## config.mk

```make
export PLATFORM = sky130hd
export DESIGN_NAME = bram_fifo_ctrl
export DESIGN_NICKNAME = d
export VERILOG_FILES = /design/src/rtl/bram_fifo_ctrl.sv
export SDC_FILE = /design/constraint.sdc
export NUM_CORES = 1
export LEC_CHECK = 0
export CAP_MARGIN = 30
export CORE_MARGIN = 8
export CORE_UTILIZATION = 46
export CTS_CLUSTER_DIAMETER = 120
export DETAILED_ROUTE_END_ITERATION = 10
export HOLD_SLACK_MARGIN = 0.05
export PLACE_DENSITY = 0.84
export SYNTH_ARGS = -nofsm -noshare
export SYNTH_HDL_FRONTEND = slang
export SYNTH_SLANG_ARGS = --single-unit
```

## constraint.sdc

```tcl
create_clock -name clk -period 8.5 [get_ports clk]
set_input_delay 1.275 -clock clk [delete_from_list [all_inputs] [get_ports clk]]
set_output_delay 1.275 -clock clk [all_outputs]
set_load 0.05 [all_outputs]
```

## src/rtl/bram_fifo_ctrl.sv

```systemverilog
// bram_fifo_ctrl: ready/valid FIFO built around an external dual-port BRAM.
// Port A writes, port B reads with one cycle of registered latency; a
// 2-entry skid buffer on the output hides that latency for 1 word/cycle.
module bram_fifo_ctrl #(
    parameter int DATA = 72,
    parameter int ADDR = 10
) (
    input  logic              clk,
    input  logic              rst_n,
    input  logic              enq_valid,
    output logic              enq_ready,
    input  logic [DATA-1:0]   enq_data,
    output logic              deq_valid,
    input  logic              deq_ready,
    output logic [DATA-1:0]   deq_data,
    output logic [ADDR+1:0]   count,
    output logic              bram_a_wr,
    output logic [ADDR-1:0]   bram_a_addr,
    output logic [DATA-1:0]   bram_a_din,
    output logic              bram_b_wr,
    output logic [ADDR-1:0]   bram_b_addr,
    output logic [DATA-1:0]   bram_b_din,
    input  logic [DATA-1:0]   bram_b_dout
);

    logic [ADDR:0]     wr_ptr;
    logic [ADDR:0]     rd_ptr;
    logic [ADDR:0]     bram_cnt;
    logic              rd_pending;
    logic [1:0]        buf_cnt;
    logic [DATA-1:0]   buf0;
    logic [DATA-1:0]   buf1;
    logic              out_of_reset;

    logic              enq_fire;
    logic              deq_fire;
    logic              rd_issue;
    logic [2:0]        occ_next;
    logic [1:0]        buf_left;

    // Words written but not yet issued for read; never exceeds 2**ADDR,
    // so its MSB alone flags the full condition.
    assign bram_cnt  = wr_ptr - rd_ptr;
    assign enq_ready = out_of_reset & ~bram_cnt[ADDR];
    assign enq_fire  = enq_valid & enq_ready;
    assign deq_valid = (buf_cnt != 2'd0);
    assign deq_fire  = deq_valid & deq_ready;
    assign deq_data  = buf0;

    // Occupancy of the skid buffer once this cycle's push/pop settle.
    assign occ_next  = {1'b0, buf_cnt} + {2'b00, rd_pending} - {2'b00, deq_fire};
    assign buf_left  = buf_cnt - {1'b0, deq_fire};
    assign rd_issue  = (bram_cnt != '0) && (occ_next <= 3'd1);

    assign count = (ADDR+2)'(bram_cnt) + (ADDR+2)'(rd_pending) + (ADDR+2)'(buf_cnt);

    assign bram_a_wr   = enq_fire;
    assign bram_a_addr = wr_ptr[ADDR-1:0];
    assign bram_a_din  = enq_data;
    assign bram_b_wr   = 1'b0;
    assign bram_b_addr = rd_ptr[ADDR-1:0];
    assign bram_b_din  = '0;

    // Pointer, read-pending and ready-enable state.
    always_ff @(posedge clk or negedge rst_n) begin
        if (!rst_n) begin
            wr_ptr       <= '0;
            rd_ptr       <= '0;
            rd_pending   <= 1'b0;
            out_of_reset <= 1'b0;
        end else begin
            out_of_reset <= 1'b1;
            if (enq_fire) wr_ptr <= wr_ptr + 1'b1;
            if (rd_issue) rd_ptr <= rd_ptr + 1'b1;
            rd_pending <= rd_issue;
        end
    end

    // Skid buffer: pop shifts entry 1 forward, then the returning BRAM word
    // lands in the first free slot (the later assignment wins on overlap).
    always_ff @(posedge clk or negedge rst_n) begin
        if (!rst_n) begin
            buf0    <= '0;
            buf1    <= '0;
            buf_cnt <= 2'd0;
        end else begin
            if (deq_fire) buf0 <= buf1;
            if (rd_pending) begin
                if (buf_left == 2'd0) buf0 <= bram_b_dout;
                else                  buf1 <= bram_b_dout;
            end
            buf_cnt <= occ_next[1:0];
        end
    end

endmodule

```

==> flow_metrics.env, run 1 <==
export IMPL_globalRouteTotalUtil=0.1634
export IMPL_synth_edf_count=0
export IMPL_initial_core_util=0.4696
export IMPL_postCtsHoldBufs=0
export IMPL_antenna_found_initial=0
export IMPL_status="finished, final reports clean"
export IMPL_grt_pass1_vias=6205
export IMPL_syn_area_per_cell_um2=10.82
export IMPL_start_kind="flop"
export IMPL_syn_instance_count=845
export IMPL_report_final_slew_viol_count=0
export IMPL_gr_usage_met1=0.1891
export IMPL_critPathArrivalTime_ns=4.13
export IMPL_dp_hpwl_mm=14.77
export IMPL_synth_seq_area_share=0.4655
export IMPL_die_area_um2=24630
export IMPL_max_slew_margin=0.4130
export IMPL_wl_per_cell_um=16.91
export IMPL_cts_resized=0
export IMPL_yosysMostFrequentCell="dfrtp_1"
export IMPL_worstSkewPairLatency_ns=0.42
export IMPL_dpl_cell_area_um2=10290
export IMPL_finalSetupTns_ns=0
export IMPL_async_flop_share=1.000
export IMPL_vias_per_cell=4.964
export IMPL_synth_area_top_cells="dfrtp_1 (47%), buf_4 (14%), mux2_2 (9.0%), mux2i_1 (7.9%), o21ai_0 (4.2%)"
export IMPL_numCtsBuffers=17
export IMPL_period_needed_ns=5.407
export IMPL_design_area_um2=10870
export IMPL_chipWidth_um=157.0
export IMPL_fin_skew_ns=0.01013
export IMPL_timing_rr_end="buf1[25]$_DFFE_PN0P_"
export IMPL_setup_viol=0
export IMPL_hold_path_depth=1
export IMPL_maxCapViolations=0
export IMPL_dr_pass1_iters=4
export IMPL_postCtsSetupBuffers=0
export IMPL_hp_start="buf1[2]$_DFFE_PN0P_"
export IMPL_hold_class="flop to flop"
export IMPL_grt_start_max_net_pins=99
export IMPL_clk_pin_slew_worst_paths_ns=0.06
export IMPL_synth_area_um2=9139
export IMPL_hold_violations=0
export IMPL_synth_top_area_frac=0.4655
export IMPL_drt_initial_drc_count=244
export IMPL_tightest_slew_ns=0.8804
export IMPL_via_count=5986
export IMPL_synth_flop_cell="dfrtp_1"
export IMPL_cts_tree="built"
export IMPL_yosysTopAreaCell="dfrtp_1"
export IMPL_use_met2=0.2684
export IMPL_detail_route_antenna_nets=0
export IMPL_cts_max_path_buffers=2
export IMPL_finalNetCount=1096
export IMPL_rrSetupSlack_ns=4.85
export IMPL_drive_above_1_share=0.1360
export IMPL_r2r_start="buf_cnt[1]$_DFF_PN0_"
export IMPL_crit_type="flop to output pin"
export IMPL_port_buffers=182
export IMPL_synthTopCellsByCount="dfrtp_1 (170), buf_4 (165), nand2_1 (88), o21ai_0 (77), mux2_2 (73)"
export IMPL_yosys_warnings=0
export IMPL_drt_wl_total_mm=20.40
export IMPL_h_tree_depth=4
export IMPL_end_kind="output pin"
export IMPL_critPathMaxFanout=5
export IMPL_ys_types=51
export IMPL_grt_use_met3=0.06663
export IMPL_cp_startpoint="wr_ptr[0]$_DFFE_PN0P_"
export IMPL_fin_util=0.5583
export IMPL_synth_seq_cells=170
export IMPL_gp_congestion=0.8688
export IMPL_core_area_um2=19460
export IMPL_grt_first_pass_wirelength_mm=31.90
export IMPL_cts_sinks=170
export IMPL_grt_setup_unrepaired="no"
export IMPL_max_freq_ghz=0.1849
export IMPL_min_to="buf1[2]$_DFFE_PN0P_"
export IMPL_root_buffer="clkbuf_16"
export IMPL_grt_busiest_layer="met2"
export IMPL_grt_ovfl_total=0
export IMPL_drc=0
export IMPL_n_antenna_cell=0
export IMPL_ff2ff_path_depth=10
export IMPL_die_y_um=157.0
export IMPL_period_share=0.6362
export IMPL_critical_path_required_ns=7.22
export IMPL_syn_to_final_growth_pct=18.91
export IMPL_placementRows=51
export IMPL_num_io_pins=400
sequential cells by signal (all words and copies together), names as in the netlist:
register / cells
deq_data: 72
buf1: 72
out_of_reset: 1
buf_cnt: 2
rd_pending: 1
rd_ptr: 11
wr_ptr: 11
placed cells by master, fill, tap and decap left out, types with 2 or more instances in the layout:
cell type / instances
inv_8: 4
nor2_1: 13
buf_4: 5
clkbuf_8: 3
nor3_2: 2
a21o_2: 2
o21a_1: 2
nor4b_1: 2
and3_2: 3
a211o_2: 2
inv_6: 2
or4_1: 2
o21ai_0: 77
clkbuf_16: 17
nor2b_1: 3
nor3_1: 5
conb_1: 74
and2_1: 4
fa_1: 4
dfrtp_1: 170
clkdlybuf4s50_1: 181
clkinv_4: 3
clkinvlp_4: 2
mux2_2: 73
inv_1: 27
ha_1: 16
nand2_1: 87
and3_1: 3
mux2i_1: 72
xnor2_1: 25
xor2_1: 13
nand4_1: 6
a21oi_1: 5
nand3_1: 7
critical path, stage by stage (launching register included):
cell and delay [ns]:
dfrtp_1 0.42, inv_1 0.07, ha_1 0.16, inv_1 0.05, fa_1 0.41, a21o_2 0.23
a21oi_1 0.17, xnor2_1 0.23, nand2_1 0.12, or3b_2 0.48, nor2_1 0.17, and3b_1 0.21
xor2_1 0.17, clkdlybuf4s50_1 0.83
cells by family after synthesis:
kind of cell | after synthesis | synth area share
fa+ha+maj | 20 | 0.03067
mux | 145 | 0.1688
buf+inv | 223 | 0.1599
compound gates | 101 | 0.06339
xor+xnor | 38 | 0.03642
flops | 170 | 0.4655
simple gates | 146 | 0.07448
other cells | 2 | 0.0008218
cell type report:
type | count | area [µm²]
Multi-Input combinational cell | 524 | 3717
Clock buffer | 21 | 470.5
Inverter | 27 | 101.3
Timing Repair Buffer | 188 | 1888
Clock inverter | 11 | 103.9
Sequential cell | 170 | 4254
Tap cell | 265 | 331.6
Fill cell | 1699 | 8596
worst max-delay path by stage:
stage	to	slack, ns	cells after the start
after global placement	count[9]	3.66	13
after floorplan	count[10]	3.94	12
after detailed placement	count[9]	3.53	13
after global routing	count[9]	2.88	13
after CTS	count[9]	3.07	13
final	count[9]	3.09	13
routing by layer:
layer	vias up	part of all wire
li1	2772	-
met5	-	0
met1	2934	0.40
met3	57	0.091
met4	0	0.026
met2	223	0.48
metrics by stage:
stage / hold WS [ns] / std cells / setup slack (ns)
2_1_floorplan: 0.4676 / 917 / 3.937
3_3_place_gp: 0.4857 / 1173 / 3.658
3_5_place_dp: 0.4921 / 1174 / 3.533
4_1_cts: 0.5064 / 1206 / 3.066
5_1_grt: 0.5189 / 1206 / 2.879
6_report: 0.5036 / 1206 / 3.093
Power of run 1 is left out: the tool's default activity adds up to more than one toggle a clock period on the data nets, which glitch-free logic cannot reach.
==> run 2, diff against run 1 <==
--- a/config.mk
+++ b/config.mk
@@ -7,11 +7,11 @@
 export LEC_CHECK = 0
 export CAP_MARGIN = 30
 export CORE_MARGIN = 8
-export CORE_UTILIZATION = 46
+export CORE_UTILIZATION = 39
 export CTS_CLUSTER_DIAMETER = 120
 export DETAILED_ROUTE_END_ITERATION = 10
 export HOLD_SLACK_MARGIN = 0.05
-export PLACE_DENSITY = 0.84
+export PLACE_DENSITY = 0.75
 export SYNTH_ARGS = -nofsm -noshare
 export SYNTH_HDL_FRONTEND = slang
 export SYNTH_SLANG_ARGS = --single-unit
==> constraint.sdc (replaced) <==
create_clock -name clk -period 4.5 [get_ports clk]
set_input_delay 0.675 -clock clk [delete_from_list [all_inputs] [get_ports clk]]
set_output_delay 0.675 -clock clk [all_outputs]
set_load 0.05 [all_outputs]
==> run 2 against run 1 <==
Worst setup slack got worse by 2.9 ns. Final cell count rose by 4.6%. Die area rose by 16%. Sequential share of layout area fell by 0.33 points. Clock skew rose by 0.0045 ns. Clock-buffer cell count fell by 4. Final area rose by 0.85%. Via count fell by 1.6%. Hold slack got worse by 0.28 ns. Non-clock buffer count rose by 1. Register-to-register slack got worse by 3.8 ns. Wire length rose by 1.4%. Critical endpoint is now count[6]. Largest cell class unchanged.
==> flow_metrics.env, run 2 (synthesis results as in run 1) <==
export IMPL_grt_setup_unrepaired="no"
export IMPL_report_final_slew_viol_count=0
export IMPL_max_slew_margin=0.4029
export IMPL_tightest_slew_ns=0.8956
export IMPL_cp_slowest_stage_delay_ns=0.84
export IMPL_placementRows=56
export IMPL_vias_per_cell=4.672
export IMPL_grt_first_pass_wirelength_mm=33.47
export IMPL_postCtsHoldBufs=0
export IMPL_dr_pass1_iters=4
export IMPL_ff2ff_path_depth=12
export IMPL_via_count=5892
export IMPL_critical_path_required_ns=3.83
export IMPL_gp_congestion=0.8147
export IMPL_final_cells=1261
export IMPL_slowest_stage="clkdlybuf4s50_1"
export IMPL_grt_start_max_net_pins=105
export IMPL_initial_core_util=0.3929
export IMPL_cts_resized=0
export IMPL_finalNetCount=1097
export IMPL_critPathArrivalTime_ns=3.60
export IMPL_detail_route_antenna_nets=0
export IMPL_r2r_start="wr_ptr[0]$_DFFE_PN0P_"
export IMPL_finalSetupTns_ns=0
export IMPL_numCtsBuffers=17
export IMPL_cts_tree="built"
export IMPL_globalRouteTotalUtil=0.1458
export IMPL_hold_class="input pin to asynchronous set/reset pin"
export IMPL_path_common_cell="inv_1"
export IMPL_maxCapViolations=0
export IMPL_grt_ovfl_total=0
export IMPL_wl_per_cell_um=16.41
export IMPL_layout_commonest_cell="clkdlybuf4s50_1"
export IMPL_setup_worst_path_end="count[6]"
export IMPL_cts_max_path_buffers=2
export IMPL_root_buffer="clkbuf_16"
export IMPL_drt_wl_total_mm=20.69
export IMPL_critPathMaxFanout=5
export IMPL_start_kind="flop"
export IMPL_fin_skew_ns=0.01464
export IMPL_syn_to_final_growth_pct=19.92
export IMPL_preCtsSetupSlack_ns=0.6583
export IMPL_h_tree_depth=4
export IMPL_dp_cells=1229
export IMPL_crit_chain="inv_1 -> ha_1 -> inv_1 -> fa_1 -> inv_1 -> fa_1 -> nor2b_1 -> nand4_1 -> xor2_1 -> clkdlybuf4s50_1"
export IMPL_end_kind="output pin"
export IMPL_cts_sinks=170
export IMPL_rrSetupSlack_ns=1.04
export IMPL_dp_hpwl_mm=14.93
export IMPL_period_share=0.9489
export IMPL_drt_initial_drc_count=353
export IMPL_drive_above_1_share=0.1433
export IMPL_antenna_found_initial=0
export IMPL_layout_setup_ws_ns=0.2298
export IMPL_drc=0
export IMPL_postCtsSetupBuffers=0
export IMPL_clk_pin_slew_worst_paths_ns=0.08
export IMPL_mostFrequentLayoutCells="clkdlybuf4s50_1 (176), dfrtp_1 (170), nand2_1 (87)"
export IMPL_grt_pass1_vias=6229
export IMPL_setup_viol=0
export IMPL_n_antenna_cell=0
export IMPL_status="finished, final reports clean"
export IMPL_die_area_um2=28590
export IMPL_hold_violations=0
export IMPL_period_needed_ns=4.270
export IMPL_max_freq_ghz=0.2342
export IMPL_core_area_um2=23260
export IMPL_cp_startpoint="wr_ptr[0]$_DFFE_PN0P_"
export IMPL_port_buffers=182
export IMPL_crit_type="flop to output pin"
export IMPL_die_y_um=169.1
export IMPL_num_io_pins=400
export IMPL_chipWidth_um=169.1
export IMPL_timing_rr_end="rd_ptr[10]$_DFFE_PN0P_"
export IMPL_worstSkewPairLatency_ns=0.43
[run 2: changes by cell type in the layout (fill, tap and decap cells not counted)]
cell             delta
clkinv_4            -3
buf_16              -1
o21ai_1             +1
clkinv_8            +5
inv_12              +1
clkbuf_8            -3
buf_4               +6
inv_6               +3
buf_12              +1
clkdlybuf4s50_1     -5
clkinvlp_4          -2
o21ai_0             -1
clkbuf_1            -1
[run 2: area by class of cell]
type | count | area, µm²
Clock buffer | 17 | 425.4
Clock inverter | 15 | 186.4
Fill cell | 2201 | 12300
Inverter | 27 | 101.3
Multi-Input combinational cell | 524 | 3717
Sequential cell | 170 | 4254
Tap cell | 319 | 399.1
Timing Repair Buffer | 189 | 1876
[run 2: metrics by stage]
stage | utilization | area (µm²) | hold WS [ns]
finish | 0.4711 | 10960 | 0.2250
global route | 0.4711 | 10960 | 0.2515
CTS | 0.4711 | 10960 | 0.2425
detailed placement | 0.4448 | 10350 | 0.4922
global placement | 0.4448 | 10350 | 0.4856
floorplan | - | 9409 | 0.3794
[run 2: worst min path at each step]
stage                                    start                   end
after CTS                                rst_n  buf1[55]$_DFFE_PN0P_
after global routing                     rst_n  buf1[55]$_DFFE_PN0P_
after detailed placement  buf1[60]$_DFFE_PN0P_  buf1[60]$_DFFE_PN0P_
after global placement    buf1[13]$_DFFE_PN0P_  buf1[13]$_DFFE_PN0P_
final                                    rst_n  buf1[55]$_DFFE_PN0P_
after floorplan                          rst_n   buf1[0]$_DFFE_PN0P_
[run 2: worst max-delay path, delay by kind of cell, from the launching register on]
kind	cells	cell delay, ns
adders and majority gates	3	1.12
buffers and inverters	4	1.05
and+or+nand+nor	2	0.43
DFF	1	0.43
xor gates and xnor gates	1	0.17
[run 2: per-layer routing]
metal / wire length, µm / up-vias / share of wire / track usage
li1: - / 2782 / - / -
met1: 8259 / 2862 / 0.40 / 0.1695
met2: 9759 / 212 / 0.47 / 0.2347
met3: 2316 / 36 / 0.11 / 0.06965
met4: 359 / 0 / 0.017 / 0.04540
met5: 0 / - / 0 / 0
Power of run 2 is left out for the same reason.
